[src/rtl/nrisc_pkg.sv]
// Shared NRISC definitions: STACK command encoding and datapath widths.
// Latency: n/a (types and constants only).
// Backpressure: n/a.
package nrisc_pkg;

  // Encoding of the 2-bit STACK ctrl bus driven by the CPU control unit
  typedef enum logic [1:0] {
    STACK_NOP   = 2'b00,
    STACK_PUSH  = 2'b01,
    STACK_POP   = 2'b10,
    STACK_CLEAR = 2'b11
  } stack_cmd_e;

  localparam int NRISC_DATA_W = 16;
  localparam int NRISC_FLAG_W = 3;

endpackage

[src/rtl/nrisc_stack_ram.sv]
// Storage array for the return-address stack: one sync write port, one async read port.
// Latency: write lands at the clock edge; read data is combinational from the index.
// Backpressure: none; the caller guards writes against a full stack.
module nrisc_stack_ram #(
  parameter int DEPTH = 16,
  parameter int WIDTH = 19,
  localparam int AW   = $clog2(DEPTH)
) (
  input  logic             clk,
  input  logic             wr_en,
  input  logic [AW-1:0]    wr_idx,
  input  logic [WIDTH-1:0] wr_dat,
  input  logic [AW-1:0]    rd_idx,
  output logic [WIDTH-1:0] rd_dat
);

  logic [WIDTH-1:0] mem [DEPTH];

  // Write one entry per push; contents survive reset on purpose
  always_ff @(posedge clk) begin
    if (wr_en) begin
      mem[wr_idx] <= wr_dat;
    end
  end

  // Asynchronous read of the entry that becomes top after a pop
  assign rd_dat = mem[rd_idx];

endmodule

[src/rtl/nrisc_call_stack.sv]
// Hardware return-address stack holding {flags, return PC}, driven by the CPU STACK ctrl bus.
// Latency: one cycle; outputs show the post-command state the cycle after a valid command.
// Backpressure: none; push when full / pop when empty are dropped and latched as sticky errors.
module nrisc_call_stack
  import nrisc_pkg::*;
#(
  parameter int  DATA_W = NRISC_DATA_W,
  parameter int  FLAG_W = NRISC_FLAG_W,
  parameter int  DEPTH  = 16,
  localparam int PTR_W  = $clog2(DEPTH) + 1
) (
  input  logic              clk,
  input  logic              rst,
  input  logic [1:0]        STACK_ctrl,
  input  logic              STACK_valid,
  input  logic [DATA_W-1:0] STACK_push_addr,
  input  logic [FLAG_W-1:0] STACK_push_flags,
  output logic [DATA_W-1:0] STACK_top_addr,
  output logic [FLAG_W-1:0] STACK_top_flags,
  output logic [PTR_W-1:0]  STACK_count,
  output logic              STACK_empty,
  output logic              STACK_full,
  output logic              STACK_overflow,
  output logic              STACK_underflow
);

  localparam int AW = $clog2(DEPTH);
  localparam int EW = FLAG_W + DATA_W;

  logic [PTR_W-1:0]  count_q,     count_d;
  logic [DATA_W-1:0] top_addr_q,  top_addr_d;
  logic [FLAG_W-1:0] top_flags_q, top_flags_d;
  logic              overflow_q,  overflow_d;
  logic              underflow_q, underflow_d;

  logic              ram_wr_en;
  logic [AW-1:0]     ram_wr_idx;
  logic [AW-1:0]     ram_rd_idx;
  logic [EW-1:0]     ram_rd_dat;
  logic              is_empty;
  logic              is_full;

  assign is_empty   = (count_q == '0);
  assign is_full    = (count_q == PTR_W'(DEPTH));
  // Next free slot; only used when not full, so it always fits in AW bits
  assign ram_wr_idx = AW'(count_q);
  // Entry just below the current top, i.e. the new top after a pop
  assign ram_rd_idx = AW'(count_q - PTR_W'(2));

  nrisc_stack_ram #(
    .DEPTH (DEPTH),
    .WIDTH (EW)
  ) u_ram (
    .clk    (clk),
    .wr_en  (ram_wr_en),
    .wr_idx (ram_wr_idx),
    .wr_dat ({STACK_push_flags, STACK_push_addr}),
    .rd_idx (ram_rd_idx),
    .rd_dat (ram_rd_dat)
  );

  // Command decode: next pointer, top registers, sticky errors and RAM write enable
  always_comb begin
    count_d     = count_q;
    top_addr_d  = top_addr_q;
    top_flags_d = top_flags_q;
    overflow_d  = overflow_q;
    underflow_d = underflow_q;
    ram_wr_en   = 1'b0;
    if (STACK_valid) begin
      case (stack_cmd_e'(STACK_ctrl))
        STACK_PUSH: begin
          if (is_full) begin
            overflow_d = 1'b1;
          end else begin
            ram_wr_en   = 1'b1;
            count_d     = count_q + PTR_W'(1);
            top_addr_d  = STACK_push_addr;
            top_flags_d = STACK_push_flags;
          end
        end
        STACK_POP: begin
          if (is_empty) begin
            underflow_d = 1'b1;
          end else if (count_q == PTR_W'(1)) begin
            count_d     = '0;
            top_addr_d  = '0;
            top_flags_d = '0;
          end else begin
            count_d     = count_q - PTR_W'(1);
            top_addr_d  = ram_rd_dat[DATA_W-1:0];
            top_flags_d = ram_rd_dat[EW-1:DATA_W];
          end
        end
        STACK_CLEAR: begin
          count_d     = '0;
          top_addr_d  = '0;
          top_flags_d = '0;
          overflow_d  = 1'b0;
          underflow_d = 1'b0;
        end
        default: begin
        end
      endcase
    end
  end

  // State registers; reset wins over any command in the same cycle
  always_ff @(posedge clk) begin
    if (rst) begin
      count_q     <= '0;
      top_addr_q  <= '0;
      top_flags_q <= '0;
      overflow_q  <= 1'b0;
      underflow_q <= 1'b0;
    end else begin
      count_q     <= count_d;
      top_addr_q  <= top_addr_d;
      top_flags_q <= top_flags_d;
      overflow_q  <= overflow_d;
      underflow_q <= underflow_d;
    end
  end

  assign STACK_top_addr  = top_addr_q;
  assign STACK_top_flags = top_flags_q;
  assign STACK_count     = count_q;
  assign STACK_empty     = is_empty;
  assign STACK_full      = is_full;
  assign STACK_overflow  = overflow_q;
  assign STACK_underflow = underflow_q;

endmodule

[config.mk]
export PLATFORM = sky130hd
export DESIGN_NAME = nrisc_call_stack
export DESIGN_NICKNAME = d
export VERILOG_FILES = /design/src/rtl/nrisc_pkg.sv /design/src/rtl/nrisc_stack_ram.sv /design/src/rtl/nrisc_call_stack.sv
export SDC_FILE = /design/constraint.sdc
export NUM_CORES = 1
export LEC_CHECK = 0
export CORE_MARGIN = 2
export CORE_UTILIZATION = 44
export DETAILED_ROUTE_END_ITERATION = 12
export RECOVER_POWER = 25
export SLEW_MARGIN = 20
export SYNTH_ARGS = -nofsm -noshare
export SYNTH_HDL_FRONTEND = slang
export SYNTH_SLANG_ARGS = --single-unit
[constraint.sdc]
create_clock -name clk -period 3.95 [get_ports clk]
set_clock_uncertainty 0.1 [all_clocks]
set_input_delay 0.79 -clock clk [delete_from_list [all_inputs] [get_ports clk]]
set_output_delay 0.79 -clock clk [all_outputs]
set_load 0.02 [all_outputs]
==> results.json, run 1 <==
{
  "syn_inst": 777,
  "path_max_fanout": 10,
  "final_antenna_net_count": 0,
  "dieArea_sq_mm": 0.0312,
  "status": "finished clean",
  "hp-class": "reg2reg",
  "drt_iter0_drc": 817,
  "cts_setup_buffers": 0,
  "startpoint_type": "flop",
  "setup_viol": 0,
  "area_delta_synth_final_pct": 17.1,
  "fin_setup_tns_ns": 0,
  "crit_chain": "inv_1, ha_1, or4b_2, inv_1, clkdlybuf4s50_1",
  "path_delay_family": "buffers and inverters",
  "design_area_sq_mm": 0.0154,
  "firstDrtPassIters": 5,
  "synth_ff_type": "edfxtp_1",
  "critPathKind": "reg2out",
  "slowest_delay_ns": 0.67,
  "start_util_pct": 44.5,
  "core-area_sq_mm": 0.0295,
  "finalCriticalPeriod_ns": 3.81,
  "path_clk_slew_ns": 0.06,
  "path_common_cell": "inv_1",
  "cts_hold_buf": 0,
  "clockRootBuffer": "clkbuf_16",
  "grt_pass1_vias": 7364,
  "syn_avg_cell_area_sq_um": 16.9,
  "power_density_mw_per_mm2": 506,
  "htreeDepth": 2,
  "synth_top_area_share_pct": 69.6,
  "synth_nets": 809,
  "tightest_slew_ns": 1.14,
  "crit_slowest_cell": "or4b_2",
  "clock-sinks": 330,
  "wl_per_cell_um": 25.0,
  "drc": 0,
  "slew_violations": 0,
  "synth_enable_flop_cells": 304,
  "fin_crit_sh_pct": 96.4,
  "die_height_um": 177,
  "hold_viol": 0,
  "yosysSeqAreaShare_pct": 73.6,
  "crit_buf_inv": 3,
  "die_width_um": 177,
  "antennaDiodeCount": 0,
  "rows": 63,
  "synth.distinct_cells": 40,
  "grt_util_all_layers_pct": 20.6,
  "final_cells": 1270,
  "rsz0062_at_grt": "false",
  "p_leak_uw": 0.00465,
  "yosysWarnings": 0,
  "relSlewSlack_pct": 24.1,
  "place_area_sq_mm": 0.0143,
  "place.gp.congestion": 0.893,
  "drv_cap": 0,
  "vdd_drop_max_mv": 0.349,
  "final_nets": 888,
  "vias": 7388,
  "syn_area_sq_mm": 0.0131,
  "drive_above_1_share_pct": 11.9,
  "fmax_ghz": 0.262,
  "finalWirelength_um": 31800,
  "clkLatencyLatePin_ns": 0.50,
  "grt_max_degree": 57,
  "crit_required_ns": 3.06,
  "vias_per_cell": 5.82,
  "yosys-top-cells-area": "edfxtp_1 70%, mux2i_1 12%, a22oi_1 4.4%",
  "arrival_ns": 2.92,
  "cts_buffer_depth": 3,
  "io_pins": 52,
  "place_hpwl_um": 20800,
  "io_buffers": 51,
  "endpoint_kind": "output pin",
  "synthArstFlopShare_pct": 0,
  "dp_cells": 1209,
  "ys_ff_latch": 330,
  "cts_resized": 0,
  "grt_antenna_before_repair": 0,
  "post-synth-top-area-cell": "edfxtp_1",
  "grt-ovfl-total": 0,
  "grt_pass1_wl_um": 47300,
  "cts_tree": "done",
  "numCtsBuffers": 35
}
==> per-stage QoR <==
stage | setup WS (ns) | util (%) | power (uW) | hold slack [ns]
final | 0.140 | 52.1 | 7770 | 0.415
after detailed placement | 0.642 | 48.6 | 4720 | 0.393
after floorplan | 0.400 | - | 4380 | 0.480
after global routing | 0.0145 | 52.1 | 8000 | 0.431
after global placement | 0.714 | 48.6 | 4710 | 0.377
after CTS | 0.126 | 52.2 | 7810 | 0.408
==> synth_stat cells, types with 2 or more instances <==
library cell    n
edfxtp_1      304
mux2i_1       152
a22oi_1        76
dfxtp_1        26
a21oi_1        24
buf_2          23
clkbuf_1       23
nand3_1        20
a311oi_1       19
a32oi_1        19
nor2_1         19
nand2_1        10
inv_1           9
ha_1            8
nor3_1          8
a31oi_1         4
a211oi_1        3
a221oi_1        3
buf_6           3
buf_1           2
nor2b_1         2
o32ai_1         2
==> power by group <==
group | internal [uW] | switching (uW)
registers | 3850 | 32.8
clock network | 1840 | 1280
logic | 278 | 479
==> layer usage <==
metal	share of wire (%)	vias up	GRT usage, %
met4	2.0	0	4.96
li1	-	3307	-
met3	6.2	54	3.40
met1	44	3771	29.8
met5	0	-	0
met2	48	256	32.9
==> registers in the layout (all words and copies together), names as in the netlist <==
register / cells
STACK_top_flags: 3
STACK_underflow: 1
STACK_top_addr: 16
STACK_count: 5
u_ram.mem: 304
STACK_overflow: 1
==> placed cells by master (no fill, tap or decap), types with 4 or more instances in the layout <==
master / count
edfxtp_1: 304
inv_1: 9
ha_1: 8
clkbuf_1: 25
clkbuf_16: 35
dfxtp_1: 25
nor2_2: 13
nand3_1: 20
a31oi_1: 4
a22oi_1: 76
buf_4: 30
dlygate4sd3_1: 12
a21oi_1: 24
a32oi_1: 19
a311oi_1: 19
clkdlybuf4s50_1: 39
mux2i_1: 152
nor3_1: 4
nor3_4: 5
nor2_1: 5
nand2_1: 10
==> cell families (layout without fill, tap and decap cells) <==
kind of cell	after synthesis	count (layout)	synth area share, %
buf+inv	61	164	2.14
simple gates	67	67	2.78
mux	152	152	11.6
compound gates	158	158	8.98
xor+xnor	1	1	0.124
flops	330	330	73.6
fa+ha+maj	8	8	0.764
==> worst min-delay path, delay by kind of cell, from the launching register on <==
family	cells	cell delay (ns)
compound gates	1	0.05
simple gates	1	0.08
flops	1	0.35
==> worst paths after layout <==
check | startpoint | to | slack [ns] | cells after the start
worst max register to register | STACK_count[0]$_SDFFE_PP0P_ | STACK_top_addr[8]$_SDFFE_PP0P_ | 0.69 | 6
worst max-delay path | STACK_count[1]$_SDFFE_PP0P_ | STACK_empty | 0.14 | 5
worst min register to register | STACK_underflow$_SDFFE_PP0P_ | STACK_underflow$_SDFFE_PP0P_ | 0.42 | 2
worst min-delay path | STACK_underflow$_SDFFE_PP0P_ | STACK_underflow$_SDFFE_PP0P_ | 0.42 | 2
==> area by class of cell <==
type                    instances  area (sq um)
fillers                      2453         14100
clock buffers                  51           936
flip-flops and latches        330          9650
repair buffers                 93           830
multi-input cells             386          3280
clock inverters                10           133
well taps                     390           488
inverters                      10          37.5
Note: power is estimated with default switching activity, not from simulation.
==> run 2, diff against run 1 <==
--- a/config.mk
+++ b/config.mk
@@ -9,6 +9,7 @@
 export CORE_UTILIZATION = 44
 export DETAILED_ROUTE_END_ITERATION = 12
 export RECOVER_POWER = 25
+export SETUP_SLACK_MARGIN = 0.05
 export SLEW_MARGIN = 20
 export SYNTH_ARGS = -nofsm -noshare
 export SYNTH_HDL_FRONTEND = slang
==> run 2 against run 1 <==
- sequential power hardly changed
- combinational power hardly changed
- first-iteration DRC count stayed put
- clock power hardly changed
- critical endpoint unchanged
==> results.json, run 2 (same netlist as run 1, synthesis figures left out) <==
{
  "path_common_cell": "inv_1",
  "arrival_ns": 2.54,
  "drc": 0,
  "met2_length_um": 15200,
  "final_cell_mix": "304 x edfxtp_1, 152 x mux2i_1, 76 x a22oi_1, 38 x clkdlybuf4s50_1, 35 x clkbuf_16",
  "finalWirelength_um": 31800,
  "status": "finished clean",
  "grt_antenna_before_repair": 0,
  "rows": 63,
  "grt-ovfl-total": 0,
  "slowest_delay_ns": 0.67,
  "cts_tree": "done",
  "startpoint_type": "flop",
  "io_pins": 52,
  "drive_above_1_share_pct": 11.9,
  "grt_max_degree": 57,
  "top_layer_used": "met4",
  "relSlewSlack_pct": 24.1,
  "final-seq-area_sq_mm": 0.00965,
  "top_register": "u_ram.mem",
  "core-area_sq_mm": 0.0295,
  "crit_slowest_cell": "or4b_2",
  "io_buffers": 51,
  "cts_buffer_depth": 3,
  "place_hpwl_um": 20800,
  "drv_cap": 0,
  "largest_reg_flops": 304,
  "path_clk_slew_ns": 0.06,
  "vdd_drop_max_mv": 0.349,
  "rsz0062_at_grt": "false",
  "finalCriticalPeriod_ns": 3.43,
  "grt_util_all_layers_pct": 20.6,
  "numCtsBuffers": 35,
  "firstDrtPassIters": 5,
  "fin_setup_tns_ns": 0,
  "place.gp.congestion": 0.893,
  "tightest_slew_ns": 1.14,
  "critPathKind": "reg2out",
  "fin_util_pct": 52.1,
  "dp_cells": 1209,
  "nFillCells": 2452,
  "die_height_um": 177,
  "wl_per_cell_um": 25.0,
  "vias_per_cell": 5.82,
  "fin_hold_ws_ns": 0.415,
  "final_common_cell": "edfxtp_1",
  "power_density_mw_per_mm2": 506,
  "wl_met1_um": 13800,
  "slew_violations": 0,
  "fin_crit_sh_pct": 86.7,
  "endpoint_kind": "output pin",
  "final_cells": 1270,
  "clock-sinks": 330,
  "antennaDiodeCount": 0,
  "dieArea_sq_mm": 0.0312,
  "grt_pass1_vias": 7364,
  "final_nets": 888,
  "htreeDepth": 2,
  "clkLatencyLatePin_ns": 0.50,
  "drt_iter0_drc": 817,
  "reg2reg_slack_ns": 0.69,
  "die_width_um": 177,
  "hp-class": "reg2reg",
  "crit_chain": "inv_1, ha_1, or4b_2, inv_1, dlymetal6s2s_1",
  "area_delta_synth_final_pct": 17.2,
  "vias": 7397,
  "hold_viol": 0,
  "grt_pass1_wl_um": 47300,
  "crit_required_ns": 3.06,
  "final_antenna_net_count": 0,
  "fmax_ghz": 0.292,
  "multi_input_area_sq_mm": 0.00328,
  "setup_viol": 0,
  "met3_length_um": 2160,
  "path_max_fanout": 10,
  "clockRootBuffer": "clkbuf_16",
  "p_leak_uw": 0.00466,
  "start_util_pct": 44.5,
  "cts_setup_buffers": 0
}
run 2: cell count changes in the layout (fill, tap and decap cells not counted), sizes merged:
cell,previous run,this run
dlymetal6s2s,0,1
clkdlybuf4s50,39,38
run 2: metrics by stage:
stage | cell area, sq um | total power, uW | setup WS (ns)
floorplan | 13100 | 4380 | 0.400
global placement | 14300 | 4710 | 0.714
detailed placement | 14300 | 4720 | 0.642
CTS | 15400 | 7810 | 0.126
global route | 15400 | 8000 | 0.397
finish | 15400 | 7770 | 0.525
run 2: repair_timing:
item | CTS | global route
hold buffers | 0 | 0
setup endpoints to repair | 0 | 1
resized for setup | 0 | 1
run 2: power by group:
part	internal (uW)	switching (uW)	total [uW]	leakage, uW
sequential	3850	32.6	3890	0.00295
clock	1840	1280	3120	0.000518
combinational	278	480	757	0.00119
run 2: path summary, 6_finish.rpt:
kind                                     start                        endpoint  depth (start not counted)
hold / removal    STACK_underflow$_SDFFE_PP0P_    STACK_underflow$_SDFFE_PP0P_                          2
hold reg to reg   STACK_underflow$_SDFFE_PP0P_    STACK_underflow$_SDFFE_PP0P_                          2
setup reg to reg   STACK_count[0]$_SDFFE_PP0P_  STACK_top_addr[8]$_SDFFE_PP0P_                          6
setup / recovery   STACK_count[1]$_SDFFE_PP0P_                     STACK_empty                          5
run 2: area by class of cell:
class | count | share of cell area (%)
inverters | 10 | 0.244
flip-flops and latches | 330 | 62.9
multi-input cells | 386 | 21.4
repair buffers | 93 | 5.42
well taps | 390 | 3.18
clock buffers | 51 | 6.09
clock inverters | 10 | 0.864
run 2: layer usage:
metal | vias up | track usage [%]
li1 | 3306 | -
met1 | 3764 | 29.8
met2 | 271 | 32.9
met3 | 56 | 3.40
met4 | 0 | 4.96
met5 | - | 0
run 2: worst max-delay path, delay by kind of cell, from the launching register on:
kind,cells,cell delay [ns]
AND/OR/NAND/NOR,1,0.67
buffers and inverters,3,0.68
flip-flops,1,0.44
adder cells (fa/ha/maj),1,0.24
==> run 3, diff against run 2 <==
--- a/config.mk
+++ b/config.mk
@@ -7,10 +7,10 @@
 export LEC_CHECK = 0
 export CORE_MARGIN = 2
 export CORE_UTILIZATION = 44
+export CTS_CLUSTER_SIZE = 28
 export DETAILED_ROUTE_END_ITERATION = 12
 export RECOVER_POWER = 25
 export SETUP_SLACK_MARGIN = 0.05
-export SLEW_MARGIN = 20
 export SYNTH_ARGS = -nofsm -noshare
 export SYNTH_HDL_FRONTEND = slang
 export SYNTH_SLANG_ARGS = --single-unit
==> results of run 3 <==
The final DEF is identical to that of run 2; final timing and power are the same.
